`src/rtl/round_tracker_mp_if.sv`:
```
// round_tracker_mp_if: strobes from game control in, per-player score/turn view out
interface round_tracker_mp_if #(
  parameter int ROUND_W = 4,
  parameter int PLAYERS = 2,
  parameter int MISS_W  = 2
);
  localparam int PL_W = PLAYERS > 1 ? $clog2(PLAYERS) : 1;
  logic               start;
  logic               e;
  logic               miss;
  logic [ROUND_W-1:0] data;
  logic [ROUND_W-1:0] round;
  logic [MISS_W-1:0]  misses;
  logic [PL_W-1:0]    player;
  logic               busy;
  logic               tc;
  logic               lose;
  logic [PL_W-1:0]    winner;
  modport master (output start, e, miss, data,
                  input round, misses, player, busy, tc, lose, winner);
  modport slave  (input start, e, miss, data,
                  output round, misses, player, busy, tc, lose, winner);
endinterface

```
`src/rtl/round_tracker_mp.sv`:
```
// round_tracker_mp: per-player round/miss counters, turn rotation, win/lose detection
module round_tracker_mp #(
  parameter int ROUND_W    = 4,
  parameter int PLAYERS    = 2,
  parameter int MAX_MISSES = 3,
  parameter int MISS_W     = 2
) (
  input  logic                clk,
  input  logic                rst_n,
  round_tracker_mp_if.slave   bus
);
  localparam int PL_W = PLAYERS > 1 ? $clog2(PLAYERS) : 1;
  typedef enum logic [1:0] {IDLE, PLAY, WIN, LOSE} state_t;
  state_t             state_q, state_d;
  logic [ROUND_W-1:0] round_q [PLAYERS];
  logic [ROUND_W-1:0] round_d [PLAYERS];
  logic [MISS_W-1:0]  miss_q [PLAYERS];
  logic [MISS_W-1:0]  miss_d [PLAYERS];
  logic [PLAYERS-1:0] elim_q, elim_d;
  logic [PL_W-1:0]    active_q, active_d, winner_q, winner_d;
  logic [ROUND_W-1:0] target_q, target_d, round_inc;
  logic [MISS_W-1:0]  miss_inc;
  // First non-eliminated player after a, wrapping; a itself if nobody else is left
  function automatic logic [PL_W-1:0] next_player(input logic [PL_W-1:0] a,
                                                  input logic [PLAYERS-1:0] el);
    logic [PL_W-1:0] n;
    logic [PL_W-1:0] p;
    logic            f;
    int              idx;
    n = a;
    f = 1'b0;
    for (int k = 1; k < PLAYERS; k++) begin
      idx = int'(a) + k;
      if (idx >= PLAYERS) idx = idx - PLAYERS;
      p = PL_W'(idx);
      if (!f && !el[p]) begin
        n = p;
        f = 1'b1;
      end
    end
    return n;
  endfunction
  always_comb begin
    state_d   = state_q;
    round_d   = round_q;
    miss_d    = miss_q;
    elim_d    = elim_q;
    active_d  = active_q;
    winner_d  = winner_q;
    target_d  = target_q;
    round_inc = round_q[active_q] + ROUND_W'(1);
    miss_inc  = miss_q[active_q] + MISS_W'(1);
    if (bus.start && bus.data != '0) begin
      target_d = bus.data;
      round_d  = '{default: '0};
      miss_d   = '{default: '0};
      elim_d   = '0;
      active_d = '0;
      state_d  = PLAY;
    end else if (state_q == PLAY && bus.miss) begin
      miss_d[active_q] = miss_inc;
      if (miss_inc == MISS_W'(MAX_MISSES)) elim_d[active_q] = 1'b1;
      active_d = next_player(active_q, elim_d);
      if (&elim_d) state_d = LOSE;
    end else if (state_q == PLAY && bus.e) begin
      round_d[active_q] = round_inc;
      if (round_inc == target_q) begin
        state_d  = WIN;
        winner_d = active_q;
      end else begin
        active_d = next_player(active_q, elim_q);
      end
    end
  end
  always_ff @(posedge clk or negedge rst_n) begin
    if (!rst_n) begin
      state_q  <= IDLE;
      round_q  <= '{default: '0};
      miss_q   <= '{default: '0};
      elim_q   <= '0;
      active_q <= '0;
      winner_q <= '0;
      target_q <= '0;
    end else begin
      state_q  <= state_d;
      round_q  <= round_d;
      miss_q   <= miss_d;
      elim_q   <= elim_d;
      active_q <= active_d;
      winner_q <= winner_d;
      target_q <= target_d;
    end
  end
  assign bus.round  = round_q[active_q];
  assign bus.misses = miss_q[active_q];
  assign bus.player = active_q;
  assign bus.busy   = state_q == PLAY;
  assign bus.tc     = state_q == WIN;
  assign bus.lose   = state_q == LOSE;
  assign bus.winner = winner_q;
endmodule

```
`src/flat_wrapper.sv`:
```
// flat-port wrapper written by rule: the top's interface ports become plain ports
module round_tracker_mp_flat 
#(
  parameter int ROUND_W    = 4,
  parameter int PLAYERS    = 2,
  parameter int MAX_MISSES = 3,
  parameter int MISS_W     = 2
)
  (clk, rst_n, bus_start, bus_e, bus_miss, bus_data, bus_round, bus_misses, bus_player, bus_busy, bus_tc, bus_lose, bus_winner);
  round_tracker_mp_if #(.ROUND_W(ROUND_W), .PLAYERS(PLAYERS), .MISS_W(MISS_W)) bus_i ();
  input  logic clk;
  input  logic rst_n;
  input wire logic [$bits(bus_i.start)-1:0] bus_start;
  input wire logic [$bits(bus_i.e)-1:0] bus_e;
  input wire logic [$bits(bus_i.miss)-1:0] bus_miss;
  input wire logic [$bits(bus_i.data)-1:0] bus_data;
  output wire logic [$bits(bus_i.round)-1:0] bus_round;
  output wire logic [$bits(bus_i.misses)-1:0] bus_misses;
  output wire logic [$bits(bus_i.player)-1:0] bus_player;
  output wire logic [$bits(bus_i.busy)-1:0] bus_busy;
  output wire logic [$bits(bus_i.tc)-1:0] bus_tc;
  output wire logic [$bits(bus_i.lose)-1:0] bus_lose;
  output wire logic [$bits(bus_i.winner)-1:0] bus_winner;
  assign bus_i.start = bus_start;
  assign bus_i.e = bus_e;
  assign bus_i.miss = bus_miss;
  assign bus_i.data = bus_data;
  assign bus_round = bus_i.round;
  assign bus_misses = bus_i.misses;
  assign bus_player = bus_i.player;
  assign bus_busy = bus_i.busy;
  assign bus_tc = bus_i.tc;
  assign bus_lose = bus_i.lose;
  assign bus_winner = bus_i.winner;
  round_tracker_mp #(.ROUND_W(ROUND_W), .PLAYERS(PLAYERS), .MAX_MISSES(MAX_MISSES), .MISS_W(MISS_W)) u_core (.clk(clk), .rst_n(rst_n), .bus(bus_i));
endmodule
```
`config.mk`:
```
export PLATFORM = sky130hd
export DESIGN_NAME = round_tracker_mp_flat
export DESIGN_NICKNAME = d
export VERILOG_FILES = /design/src/rtl/round_tracker_mp_if.sv /design/src/rtl/round_tracker_mp.sv /design/src/flat_wrapper.sv
export SDC_FILE = /design/constraint.sdc
export NUM_CORES = 1
export LEC_CHECK = 0
export BUFFER_PORTS_ARGS = -buffer_cell sky130_fd_sc_hd__buf_2
export CORE_UTILIZATION = 49
export DETAILED_ROUTE_END_ITERATION = 12
export GPL_TIMING_DRIVEN = 0
export PLACE_DENSITY = 0.74
export SYNTH_ARGS = -nofsm -noshare
export SYNTH_HDL_FRONTEND = slang
export SYNTH_SLANG_ARGS = --single-unit
```
`constraint.sdc`:
```
create_clock -name clk -period 2.63 [get_ports clk]
set_input_delay 0.1315 -clock clk [delete_from_list [all_inputs] [get_ports clk]]
set_output_delay 0.1315 -clock clk [all_outputs]
set_load 0.03 [all_outputs]
```
==> flow_summary_export.csv <==
group,metric,value,unit
route,totalWireLength,2455,um
setup_path,critPathKind,"reg -> reg",
yosys,synthArstFlopShare,1.000,
power,clkPwrFrac,0.181,
power,switching_share,0.3539,
yosys,synth_nets,132,
power,internal_power,561.0,uW
yosys,ys_warn_count,0,
route,vias,965,
floorplanning,ios,20,
power,p_leak,0.0006574,uW
global_routing,track_usage,0.2068,
yosys,synth_edf_count,0,
setup_path,critPathLaunchType,"register",
place,dp_slack,0.01331,ns
clock_network,insertion_delay,0.31,ns
power,combPwrFrac,0.354,
place,io_buffer_count,19,
final_layout,n_antenna_cell,0,
global_routing,first_global_vias,908,
yosys,yosysSeqAreaShare,0.4603,
yosys,ys.flop_type,"dfrtp_1",
global_routing,overflow,0,
timing,post-route-period-util,0.9464,
worst_hold_path,whs_path_depth,3,
setup_path,slowest_delay,0.43,ns
timing,grt_setup_unrepaired,"false",
floorplanning,row_count,17,
yosys,netlist_area,1196,um^2
setup_path,path_cells,"buf_6, clkbuf_4, mux2_4, ha_1, xor2_1, xnor2_1, nand4b_1, nor4_2, mux2_2",
worst_hold_path,hp-class,"in -> reg",
final_layout,area_growth,16.21,%
final_layout,drive_gt1_frac,0.2313,
timing,relSlewSlack,0.3171,
setup_path,r2r_start,"u_core.bus.player",
power,p_sw,307.3,uW
power,p_per_area,624.7,nW/um^2
timing,tightest_slew,1.011,ns
final_layout,fin_cells,175,
clock_network,clockRootBuffer,"clkbuf_4",
final_layout,layout.area.seq,551.8,um^2
floorplanning,fp.coreArea,2255,um^2
place,dp_cells,168,
setup_path,r2r_slack,0.14,ns
setup_path,timing.rr.end,"u_core.bus.winner",
global_routing,grt_pass1_wl,3995,um
final_layout,multiInputGateArea,626.9,um^2
place,dpl.hpwl,1837,um
floorplanning,start_util,0.5305,
clock_network,cts_resized,0,
setup_path,worstPathRequired,2.83,ns
setup_path,cp_slowest_cell,"dfrtp_2",
clock_network,cts_tree,"done",
timing,finalSetupTns,0,ns
setup_path,worst_r2r_path_depth,9,
clock_network,cts_made_buffers,3,
run,maxCapViolations,0,
route,route.detailed.drc,0,
setup_path,arrival,2.69,ns
route,via_per_inst,5.514,
final_layout,final_nets,159,
setup_path,worstPathMaxFanout,10,
timing,setup_viol,0,
worst_hold_path,min_from,"bus_data[2]",
final_layout,fillers,212,
timing,finalHoldViolCount,0,
clock_network,htree_levels,1,
route,drtIter0Drc,25,
global_routing,grt_max_degree,23,
setup_path,cp-end-kind,"register",
power,power_frac_seq,0.465,
yosys,ys_ff_latch,22,
outcome,status,"complete, no violations",
route,postRouteAntennaNets,0,
timing,setup_ws,0.1409,ns
floorplanning,die-area,2642,um^2
timing,fin_worst_skew,0.006973,ns
route,wl_per_cell,14.03,um
timing,clock.fmax,401.8,MHz
place,place_congestion,0.8607,
clock_network,path_clk_slew,0.12,ns
timing,fin_crit,2.489,ns
timing,slew_violations,0,
floorplanning,die_h,51.41,um
clock_network,cts_sinks,22,
yosys,postSynthAreaPerCell,9.886,um^2
global_routing,antenna_found_initial,0,
yosys,syn_inst,121,
clock_network,clockBufferDepth,2,
power,power.ir.vdd_worst,0.5454,mV
floorplanning,fp.dieW,51.41,um
worst_hold_path,holdPathEnd,"u_core.target_q[2]",
yosys,yosysUniqueCellTypes,34,
route,dr.pass1.iters,4,
[cells in the mapped netlist, types with 2 or more instances]
cell type | number | area [um^2]
nor2_1 | 20 | 75.07
a211oi_1 | 3 | 22.52
ha_1 | 2 | 25.02
nand4b_1 | 2 | 17.52
o21ai_0 | 3 | 15.01
nand3_1 | 2 | 10.01
nand2_1 | 17 | 63.81
mux2i_1 | 2 | 20.02
mux2_2 | 5 | 56.30
xnor2_1 | 7 | 61.31
nor2b_1 | 2 | 12.51
clkbuf_1 | 3 | 11.26
xor2_1 | 4 | 35.03
a21oi_1 | 6 | 30.03
dfrtp_1 | 22 | 550.5
nor3_1 | 2 | 10.01
o221ai_1 | 2 | 17.52
[sequential cells by signal (all words and copies together) (netlist names)]
| signal | cells |
|---|---|
| u_core.round_q | 8 |
| u_core.state_q | 2 |
| u_core.target_q | 4 |
| u_core.miss_q | 4 |
| u_core.bus.player | 1 |
| u_core.bus.winner | 1 |
| u_core.elim_q | 2 |
[cell usage in the layout, fill, tap and decap left out, types with 2 or more instances in the layout]
| cell | instances |
|---|---|
| dfrtp_1 | 21 |
| nor2_1 | 20 |
| buf_2 | 19 |
| nand2_1 | 17 |
| xnor2_1 | 7 |
| a21oi_1 | 6 |
| clkbuf_4 | 4 |
| mux2_2 | 4 |
| xor2_1 | 4 |
| o21ai_0 | 3 |
| clkbuf_1 | 3 |
| a211oi_1 | 3 |
| mux2i_1 | 2 |
| nor2b_1 | 2 |
| mux2_4 | 2 |
| o221ai_1 | 2 |
| nand4b_1 | 2 |
| nor3_1 | 2 |
| nand3_1 | 2 |
| ha_1 | 2 |
| buf_4 | 2 |
[worst max path at each step]
| stage | end | slack, ns | start | cells past startpoint |
|---|---|---|---|---|
| 4_1_cts | u_core.bus.winner | 0.03 | u_core.bus.player | 9 |
| 3_5_place_dp | u_core.bus.winner | 0.01 | u_core.bus.player | 9 |
| 3_3_place_gp | u_core.bus.winner | 0.03 | u_core.bus.player | 9 |
| 6_report | u_core.bus.winner | 0.14 | u_core.bus.player | 9 |
| 5_1_grt | u_core.bus.winner | 0.01 | u_core.bus.player | 9 |
| 2_1_floorplan | u_core.bus.winner | 0.02 | u_core.bus.player | 9 |
[metrics by stage]
stage / hold WS [ns] / power, uW / area [um^2] / utilization
finish: 0.03888 / 868.3 / 1390 / 0.6165
global route: 0.04309 / 918.6 / 1390 / 0.6165
CTS: 0.03783 / 869.0 / 1383 / 0.6132
detailed placement: 0.1271 / 706.8 / 1339 / 0.5938
global placement: 0.1215 / 696.8 / 1339 / 0.5938
floorplan: -0.1641 / 628.4 / 1209 / -
[layout make-up]
cell class,count,area share
plain buffers,4,0.01890
multi-input cells,94,0.4509
repair buffers,22,0.08641
inverters,1,0.002700
well taps,28,0.02520
clock buffers,4,0.01890
flip-flops and latches,22,0.3969
[what timing repair did]
item                                    4_1_cts  5_1_grt
hold buffers                                  1        0
endpoints found under the setup margin        1        3
pin swaps                                     1        3
buffers inserted                              1        1
hold endpoints to repair                     22        0
[power groups by stage]
| stage | clock network, uW | registers [uW] | logic [uW] |
|---|---|---|---|
| final | 157 | 404 | 308 |
| after global routing | 175 | 408 | 336 |
| after CTS | 162 | 409 | 298 |
| after detailed placement | 0 | 415 | 291 |
| after global placement | 0 | 413 | 284 |
| after floorplan | 0 | 426 | 202 |
[cell families after synthesis]
group / count (synthesis) / share of synthesized area
simple gates: 53 / 0.2144
flops: 22 / 0.4603
compound gates: 19 / 0.1088
xor+xnor: 12 / 0.1004
mux: 8 / 0.07635
buf+inv: 5 / 0.01883
fa+ha+maj: 2 / 0.02092
[critical path, delay by kind of cell (launching register included)]
| kind | cells | cell delay (ns) |
|---|---|---|
| and+or+nand+nor | 2 | 0.43 |
| adders and majority gates | 1 | 0.21 |
| DFF | 1 | 0.43 |
| xor gates and xnor gates | 2 | 0.30 |
| buffers and inverters | 2 | 0.33 |
| muxes | 2 | 0.67 |
[metal layers]
layer	wire length, um	track usage	vias to the layer above	share of wire
met4	15	0.04505	0	0.0061
met1	1072	0.2476	460	0.44
met3	114	0.06250	2	0.046
met5	0	0	-	0
li1	-	-	480	-
met2	1253	0.3615	23	0.51
No activity file was read; power rests on OpenSTA's default activity.
